`src/rtl/i2cs_wb_pkg.sv`:
```
// rtl/i2cs_wb_pkg.sv - shared types and helpers for the i2cs register-bank to Wishbone bridge
package i2cs_wb_pkg;

    typedef enum logic [1:0] {
        IDLE = 2'd0,
        WR   = 2'd1,
        RD   = 2'd2
    } wb_state_t;

    localparam logic [31:0] RD_ERR_DATA = '1;

    function automatic int word_shift(input int rdw);
        return $clog2(rdw / 8);
    endfunction

    function automatic logic [7:0] word_align(input logic [7:0] addr, input int ws);
        return 8'((addr >> ws) << ws);
    endfunction

endpackage

```
`src/rtl/i2cs_wb_tmo.sv`:
```
// rtl/i2cs_wb_tmo.sv - Wishbone ack-wait timeout counter
module i2cs_wb_tmo #(
    parameter int TIMEOUT = 255
) (
    input  logic clk,
    input  logic reset,
    input  logic start,
    input  logic run,
    output logic expired
);

    logic [7:0] cnt;

    // cnt holds (cycles with run high) - 1, so expired fires on the TIMEOUT-th cycle
    always_ff @(posedge clk) begin
        if (reset || start) begin
            cnt <= '0;
        end else if (run && cnt != 8'hFF) begin
            cnt <= cnt + 8'd1;
        end
    end

    assign expired = run & (cnt == 8'(TIMEOUT - 1));

endmodule

```
`src/rtl/i2cs_wb_bridge.sv`:
```
// rtl/i2cs_wb_bridge.sv - i2cs register port to Wishbone master bridge (optional I2CS_WB_TIMEOUT_EN)
module i2cs_wb_bridge
    import i2cs_wb_pkg::*;
#(
    parameter int              RDW       = 32,
    parameter int              AW        = 32,
    parameter logic [AW-1:0]   BASE_ADDR = AW'(32'h3000_0000),
    parameter int              TIMEOUT   = 255
) (
    input  logic               Clk,
    input  logic               Reset,
    input  logic               WrEn,
    input  logic [7:0]         RdWrAdd,
    input  logic [RDW-1:0]     WrData,
    output logic [RDW-1:0]     RdData,
    output logic               wbm_cyc_o,
    output logic               wbm_stb_o,
    output logic               wbm_we_o,
    output logic [AW-1:0]      wbm_adr_o,
    output logic [RDW-1:0]     wbm_dat_o,
    output logic [RDW/8-1:0]   wbm_sel_o,
    input  logic [RDW-1:0]     wbm_dat_i,
    input  logic               wbm_ack_i,
    input  logic               wbm_err_i,
    output logic               busy,
    output logic               err
);

    localparam int WS = word_shift(RDW);
    localparam int IW = 8 - WS;

    wb_state_t      state, state_n;
    logic           wren_q, wr_pend, wr_dirty, rd_pend, addr_vld, addr_vld_n;
    logic [7:0]     wr_addr;
    logic [RDW-1:0] wr_data, rd_data_n;
    logic [IW-1:0]  cur_idx, last_idx, last_idx_n, cyc_idx;
    logic           wr_edge, go_wr, go_rd, bus_fail, bus_end, tmo_expired;

    assign cur_idx   = RdWrAdd[7:WS];
    assign wr_edge   = WrEn & ~wren_q;
    assign bus_fail  = wbm_cyc_o & (wbm_err_i | tmo_expired);
    assign bus_end   = wbm_cyc_o & (wbm_ack_i | wbm_err_i | tmo_expired);
    assign wbm_stb_o = wbm_cyc_o;
    assign busy      = (state != IDLE) | wr_pend | rd_pend;

`ifdef I2CS_WB_TIMEOUT_EN
    i2cs_wb_tmo #(
        .TIMEOUT (TIMEOUT)
    ) u_tmo (
        .clk     (Clk),
        .reset   (Reset),
        .start   (go_wr | go_rd),
        .run     (wbm_cyc_o),
        .expired (tmo_expired)
    );
`else
    assign tmo_expired = 1'b0 & (TIMEOUT > 0);
`endif

    always_comb begin
        state_n = state;
        go_wr   = 1'b0;
        go_rd   = 1'b0;
        case (state)
            IDLE: begin
                if (wr_pend) begin
                    state_n = WR;
                    go_wr   = 1'b1;
                end else if (rd_pend) begin
                    state_n = RD;
                    go_rd   = 1'b1;
                end
            end
            WR, RD: begin
                if (bus_end) state_n = IDLE;
            end
            default: state_n = IDLE;
        endcase
    end

    // A failed read still marks its word fetched so a dead slave cannot cause a retry storm
    always_comb begin
        last_idx_n = last_idx;
        addr_vld_n = addr_vld;
        rd_data_n  = RdData;
        if (state == RD && bus_end) begin
            last_idx_n = cyc_idx;
            addr_vld_n = 1'b1;
            rd_data_n  = bus_fail ? RD_ERR_DATA[RDW-1:0] : wbm_dat_i;
        end else if (state == WR && bus_end && !bus_fail && cyc_idx == cur_idx) begin
            last_idx_n = cur_idx;
            addr_vld_n = 1'b1;
            rd_data_n  = wbm_dat_o;
        end
    end

    always_ff @(posedge Clk) begin
        if (Reset) begin
            state     <= IDLE;
            wren_q    <= 1'b0;
            wr_pend   <= 1'b0;
            wr_dirty  <= 1'b0;
            rd_pend   <= 1'b0;
            addr_vld  <= 1'b0;
            wr_addr   <= '0;
            wr_data   <= '0;
            last_idx  <= '0;
            cyc_idx   <= '0;
            RdData    <= '0;
            err       <= 1'b0;
            wbm_cyc_o <= 1'b0;
            wbm_we_o  <= 1'b0;
            wbm_adr_o <= '0;
            wbm_dat_o <= '0;
            wbm_sel_o <= '0;
        end else begin
            state    <= state_n;
            wren_q   <= WrEn;
            last_idx <= last_idx_n;
            addr_vld <= addr_vld_n;
            RdData   <= rd_data_n;
            rd_pend  <= !addr_vld_n || (cur_idx != last_idx_n);

            // A write edge during an in-flight write (wr_dirty) keeps wr_pend so the new slot is issued too
            if (wr_edge) begin
                wr_addr <= RdWrAdd;
                wr_data <= WrData;
                wr_pend <= 1'b1;
            end else if (state == WR && bus_end && !wr_dirty) begin
                wr_pend <= 1'b0;
            end

            if (go_wr)              wr_dirty <= wr_edge;
            else if (state == WR)   wr_dirty <= wr_dirty | wr_edge;
            else                    wr_dirty <= 1'b0;

            if ((wr_edge && wr_pend) || bus_fail) err <= 1'b1;

            if (go_wr) begin
                wbm_cyc_o <= 1'b1;
                wbm_we_o  <= 1'b1;
                wbm_adr_o <= BASE_ADDR + AW'(word_align(wr_addr, WS));
                wbm_dat_o <= wr_data;
                wbm_sel_o <= '1;
                cyc_idx   <= wr_addr[7:WS];
            end else if (go_rd) begin
                wbm_cyc_o <= 1'b1;
                wbm_we_o  <= 1'b0;
                wbm_adr_o <= BASE_ADDR + AW'(word_align(RdWrAdd, WS));
                wbm_sel_o <= '1;
                cyc_idx   <= cur_idx;
            end else if (bus_end) begin
                wbm_cyc_o <= 1'b0;
                wbm_we_o  <= 1'b0;
            end
        end
    end

endmodule
```
`config.mk`:
```
export PLATFORM = sky130hd
export DESIGN_NAME = i2cs_wb_bridge
export DESIGN_NICKNAME = d
export VERILOG_FILES = /design/src/rtl/i2cs_wb_pkg.sv /design/src/rtl/i2cs_wb_tmo.sv /design/src/rtl/i2cs_wb_bridge.sv
export SDC_FILE = /design/constraint.sdc
export NUM_CORES = 1
export LEC_CHECK = 0
export CAP_MARGIN = 20
export CORE_MARGIN = 1
export CORE_UTILIZATION = 49
export CTS_CLUSTER_SIZE = 16
export DETAILED_ROUTE_END_ITERATION = 7
export HOLD_SLACK_MARGIN = 0.05
export PLACE_DENSITY = 0.82
export SYNTH_ARGS = -nofsm -noshare
export SYNTH_HDL_FRONTEND = slang
export SYNTH_HIERARCHICAL = 1
export SYNTH_SLANG_ARGS = --single-unit
```
`constraint.sdc`:
```
create_clock -name Clk -period 3.15 [get_ports Clk]
set_clock_uncertainty 0.05 [all_clocks]
set_input_delay 0.7875 -clock Clk [delete_from_list [all_inputs] [get_ports Clk]]
set_output_delay 0.7875 -clock Clk [all_outputs]
set_load 0.03 [all_outputs]
```
-- Yosys cells after proc, flatten, opt, wreduce, memory -nomap -nowiden
Index checks and enable logic that the tools add are counted.
- register bits after elaboration: 162
- input bits: 77
- output and inout port bits: 105
- word-level logic and storage cells: 83
- add/subtract/negate cells: 2
- equality and inequality tests: 6
- mux-type cells: 31
- bitwise gates (word level): 8
- reductions and logical operators: 19
- operators with widths (operator ; number):
    2-to-1 mux 32 bit ; 5
    adder 30 x 8 -> 31 bit (first input constant) ; 2
    2-to-1 mux 6 bit ; 4
    2-to-1 mux 1 bit ; 16
    2-to-1 mux 4 bit ; 2
    nonzero test 2 bit ; 4
    == test 6 bit ; 1
    logical AND 1 bit ; 6
    2-to-1 mux 2 bit ; 3
    inequality test 6 bit ; 1
    OR 1 bit ; 4
    one-hot mux 2 bit (2 select lines) ; 1
    AND 1 bit ; 3
    zero test 1 bit ; 3
    inequality test 3 bit (second input constant) ; 1
    nonzero test 3 bit ; 1
    == test 2 x 1 -> 1 bit (second input constant) ; 1
    == test 2 bit (second input constant) ; 1
    zero test 2 bit ; 1
    logical OR 1 bit ; 2
    inequality test 2 bit (second input constant) ; 1
    AND reduction 2 bit ; 1
    OR reduction 2 bit ; 1
    NOT 1 bit ; 1

-- Depth between registers and ports, before layout
- depth in word-level cells: 9
- mapped depth: 8

-- Worst setup path before layout
Ideal clock, no wire load.
- path kind: input port to flip-flop
- start point: input port wbm_err_i
- end point: register RdData[0]
- library setup time: 0.119 ns
- arrival time: 2.028 ns
- data required time: 2.981 ns
- setup slack: 0.953 ns
- cell stages on the path: 5
- buffers on the path: 1
- cells stage by stage: nand4b_1 > nor4_4 > nand3_2 > buf_6 > o221a_2
- word-level cells in the longest chain between the ends: 6
- elaborated cells between the ends (all ways): 11
- ends and longest elaborated chain (what ; RTL line ; RTL):
    start: declaration ; i2cs_wb_bridge.sv:24 ; input logic wbm_err_i,
    OR 1 bit ; i2cs_wb_bridge.sv:42 ; assign bus_end = wbm_cyc_o & (wbm_ack_i | wbm_err_i | tmo_expired);
    AND 1 bit ; i2cs_wb_bridge.sv:42 ;
    logical AND 1 bit (3 in a row) ; i2cs_wb_bridge.sv:90 ; end else if (state == WR && bus_end && !bus_fail && cyc_idx == cur_idx) begin
    nonzero test 2 bit (no source line) ; -- ;
    end signal: assignment ; i2cs_wb_bridge.sv:121 ; RdData <= rd_data_n;
    end: declaration ; i2cs_wb_bridge.sv:15 ; output logic [RDW-1:0] RdData,
Several ways; a longest one is shown, not always the timed one.
A chain may end at the register's enable or synchronous reset.

-- Final worst setup path
- start point: register state[0]
- end point: output port busy
- word-level cells in the longest chain between the ends: 3
- ends and longest elaborated chain (what ; RTL line ; RTL):
    start: declaration ; i2cs_wb_bridge.sv:32 ; wb_state_t state, state_n;
    start signal: assignment ; i2cs_wb_bridge.sv:117 ; state <= state_n;
    nonzero test 2 bit ; i2cs_wb_bridge.sv:44 ; assign busy = (state != IDLE) | wr_pend | rd_pend;
    OR 1 bit (2 in a row) ; i2cs_wb_bridge.sv:44 ;
    end: declaration ; i2cs_wb_bridge.sv:25 ; output logic busy,
No other way between the ends.

==> impl_metrics.py <==
metrics = {
    "finish": {
        "fillerInstances": 819,
        "antenna_cells": 0,
        "syn2layout_area_growth_pct": 40.6,
        "layout.nets": 850,
        "layout-drive-gt1-share_pct": 10.5,
    },
    "global_routing": {
        "grt_pass1_wl_um": 22700,
        "grt.total_usage_pct": 26.2,
        "grt_max_degree": 62,
        "grt_overflow": 0,
        "grt_pass1_vias": 4669,
        "antenna_found_initial": 0,
    },
    "power_and_ir_drop": {
        "intPower_mw": 3.26,
        "p_per_area_nw_per_um2": 619,
        "p_clk_share_pct": 44.3,
        "p_comb_share_pct": 16.9,
        "switchingPower_mw": 1.25,
        "power_mw": 4.51,
        "pwr-share-seq_pct": 38.8,
        "p_leak_nw": 2.75,
        "swShare_pct": 27.7,
        "power.ir.vdd_worst_mv": 0.439,
    },
    "timing": {
        "hold_ws_ns": 0.400,
        "finalCriticalPeriod_ns": 2.86,
        "rsz0062_at_grt": "false",
        "finalHoldViolCount": 0,
        "tightest_slew_ns": 1.01,
        "finalCritPeriodShare_pct": 90.7,
        "fin_setup_tns_ns": 0,
        "max_freq_mhz": 350,
        "finalMaxSlewViolations": 0,
        "setup_viol": 0,
        "maxSlewHeadroom_pct": 32.2,
    },
    "logic_synthesis": {
        "synth-edff-count": 0,
        "synth_area_leaders": "dfxtp_1 48%, nand2_1 12%, a21oi_1 7.6%, nor2_1 6.3%, o221a_2 6.3%",
        "synth_most_common_cell": "nand2_1",
        "synthDominantCellAreaShare_pct": 48.2,
        "ys.flop_type": "dfxtp_1",
        "synthesis.area_um2": 5190,
        "ys_seq_elements": 125,
        "postSynth.asyncResetShare_pct": 0,
        "synth_area_leader_cell": "dfxtp_1",
        "synthCells": 635,
        "ys_types": 36,
        "synth_common_cells": "166 x nand2_1, 125 x dfxtp_1, 87 x nor2_1",
        "ys_warn_count": 6,
        "syn_avg_cell_area_um2": 8.17,
        "yosysSeqAreaShare_pct": 48.2,
    },
    "run_status": {
        "status": "finished, final reports clean",
    },
    "setup_path": {
        "path_class": "reg2out",
        "cp_data_required_time_ns": 2.31,
        "arrival_ns": 2.02,
        "crit_path_end_kind": "output port",
        "path_max_fanout": 6,
        "cp-start-kind": "flip-flop",
    },
    "route": {
        "wl_um": 14100,
        "drc": 0,
        "drtAntennaViolNets": 0,
        "drtIter0Drc": 279,
        "num_vias": 4863,
        "via_per_inst": 5.29,
        "drt_first_pass_iters": 6,
        "wl_per_cell_um": 15.3,
    },
    "die": {
        "ioPinCount": 182,
        "initial_core_util_pct": 50.5,
        "dieArea_um2": 11000,
        "fp.coreArea_um2": 10300,
        "fp.dieW_um": 105,
        "rows": 37,
        "die_height_um": 105,
    },
    "cts": {
        "cts.sinks": 125,
        "clk_root_buffer_cell": "clkbuf_8",
        "cts_resized": 0,
        "h-tree-depth": 4,
        "clk_latency_ns": 0.52,
        "postCtsHoldBufs": 0,
        "clk_pin_slew_ns": 0.06,
        "post_cts_buffers": 0,
        "cts_buffer_depth": 2,
        "numCtsBuffers": 17,
        "cts_tree": "done",
    },
    "place": {
        "io_buffer_count": 155,
        "gp_congestion": 0.858,
        "place_hpwl_um": 9260,
    },
    "job": {
        "maxCapViolCount": 0,
    },
    "min_path": {
        "hold_class": "reg2reg",
    },
}
## logic make-up (layout without fill, tap and decap cells)
logic type | count (synthesis) | after routing | synth area share [%]
compound gates | 145 | 145 | 19.4
xor+xnor | 9 | 9 | 1.52
fa+ha+maj | 3 | 3 | 0.724
buf+inv | 78 | 203 | 8.85
flops | 125 | 125 | 48.2
other cells | 1 | 24 | 0.0723
simple gates | 274 | 274 | 21.2
## path summary, 6_finish.rpt
kind / from / end / slack, ns / depth (start not counted)
hold reg to reg: wr_data[24] / wbm_dat_o[24] / 0.40 / 2
setup / recovery: state[0] / busy / 0.29 / 4
hold / removal: wr_data[24] / wbm_dat_o[24] / 0.40 / 2
setup reg to reg: state[1] / rd_pend / 1.07 / 8
## layout by cell type, fill, tap and decap left out, types with 2 or more instances in the layout
| master | netlist | routed |
|---|---|---|
| bufinv_16 | 0 | 3 |
| o221a_2 | 29 | 29 |
| nand2b_1 | 3 | 2 |
| buf_12 | 0 | 2 |
| nand3_1 | 7 | 7 |
| xnor2_1 | 3 | 3 |
| a21oi_1 | 79 | 79 |
| dfxtp_1 | 125 | 125 |
| nor2b_1 | 3 | 2 |
| conb_1 | 1 | 24 |
| nand2_1 | 166 | 166 |
| clkinv_2 | 0 | 2 |
| clkinvlp_4 | 0 | 3 |
| clkbuf_8 | 0 | 4 |
| a311oi_1 | 12 | 12 |
| a21o_1 | 4 | 4 |
| xor2_1 | 6 | 6 |
| clkdlybuf4s50_1 | 0 | 154 |
| o221a_1 | 3 | 3 |
| buf_4 | 30 | 12 |
| o21ai_0 | 7 | 7 |
| clkbuf_16 | 0 | 16 |
| o22ai_1 | 3 | 3 |
| inv_6 | 0 | 3 |
| nor2_1 | 87 | 87 |
| a211oi_1 | 4 | 4 |
| ha_1 | 3 | 3 |
| inv_1 | 3 | 3 |
## critical path: stages (launching register included)
cell,delay (ns)
dfxtp_1,0.35
inv_1,0.08
ha_1,0.27
nand2_1,0.11
clkdlybuf4s50_1,0.68
## power groups by stage
stage          clock network (mW)  registers [mW]  logic (mW)
2_1_floorplan                   0            1.87       0.388
6_report                     2.00            1.75       0.764
5_1_grt                      2.11            1.76       0.818
3_3_place_gp                    0            1.78       0.738
4_1_cts                      2.01            1.75       0.767
3_5_place_dp                    0            1.78       0.760
## final cells by class
| type | count | area (um2) | area share, % |
|---|---|---|---|
| flip-flops and latches | 125 | 2500 | 34.3 |
| well taps | 136 | 170 | 2.33 |
| clock buffers | 20 | 455 | 6.25 |
| clock inverters | 12 | 158 | 2.16 |
| inverters | 3 | 11.3 | 0.154 |
| repair buffers | 168 | 1670 | 22.9 |
| multi-input cells | 455 | 2320 | 31.9 |
## metal layers
metal  global-route usage, %  routed length (um)
met3                    6.36                 968
met1                    29.9                5620
met4                    11.9                 306
met5                       0                   0
met2                    46.3                7200
## state kept, by name (all words and copies together) (netlist names), 2 cells and up
register,cells
RdData,32
last_idx,6
wbm_dat_o,32
wr_addr,6
wr_data,32
state,2
cyc_idx,5
## through the flow
step	setup slack [ns]	instance area, um2	util [%]	cells
after floorplan	0.953	5270	-	658
after global placement	0.414	6680	65.0	887
after detailed placement	0.355	6680	65.0	887
after CTS	0.303	7290	71.0	919
after global routing	0.228	7290	71.0	919
final	0.292	7290	71.0	919
Note: power is estimated with default switching activity, not from simulation.
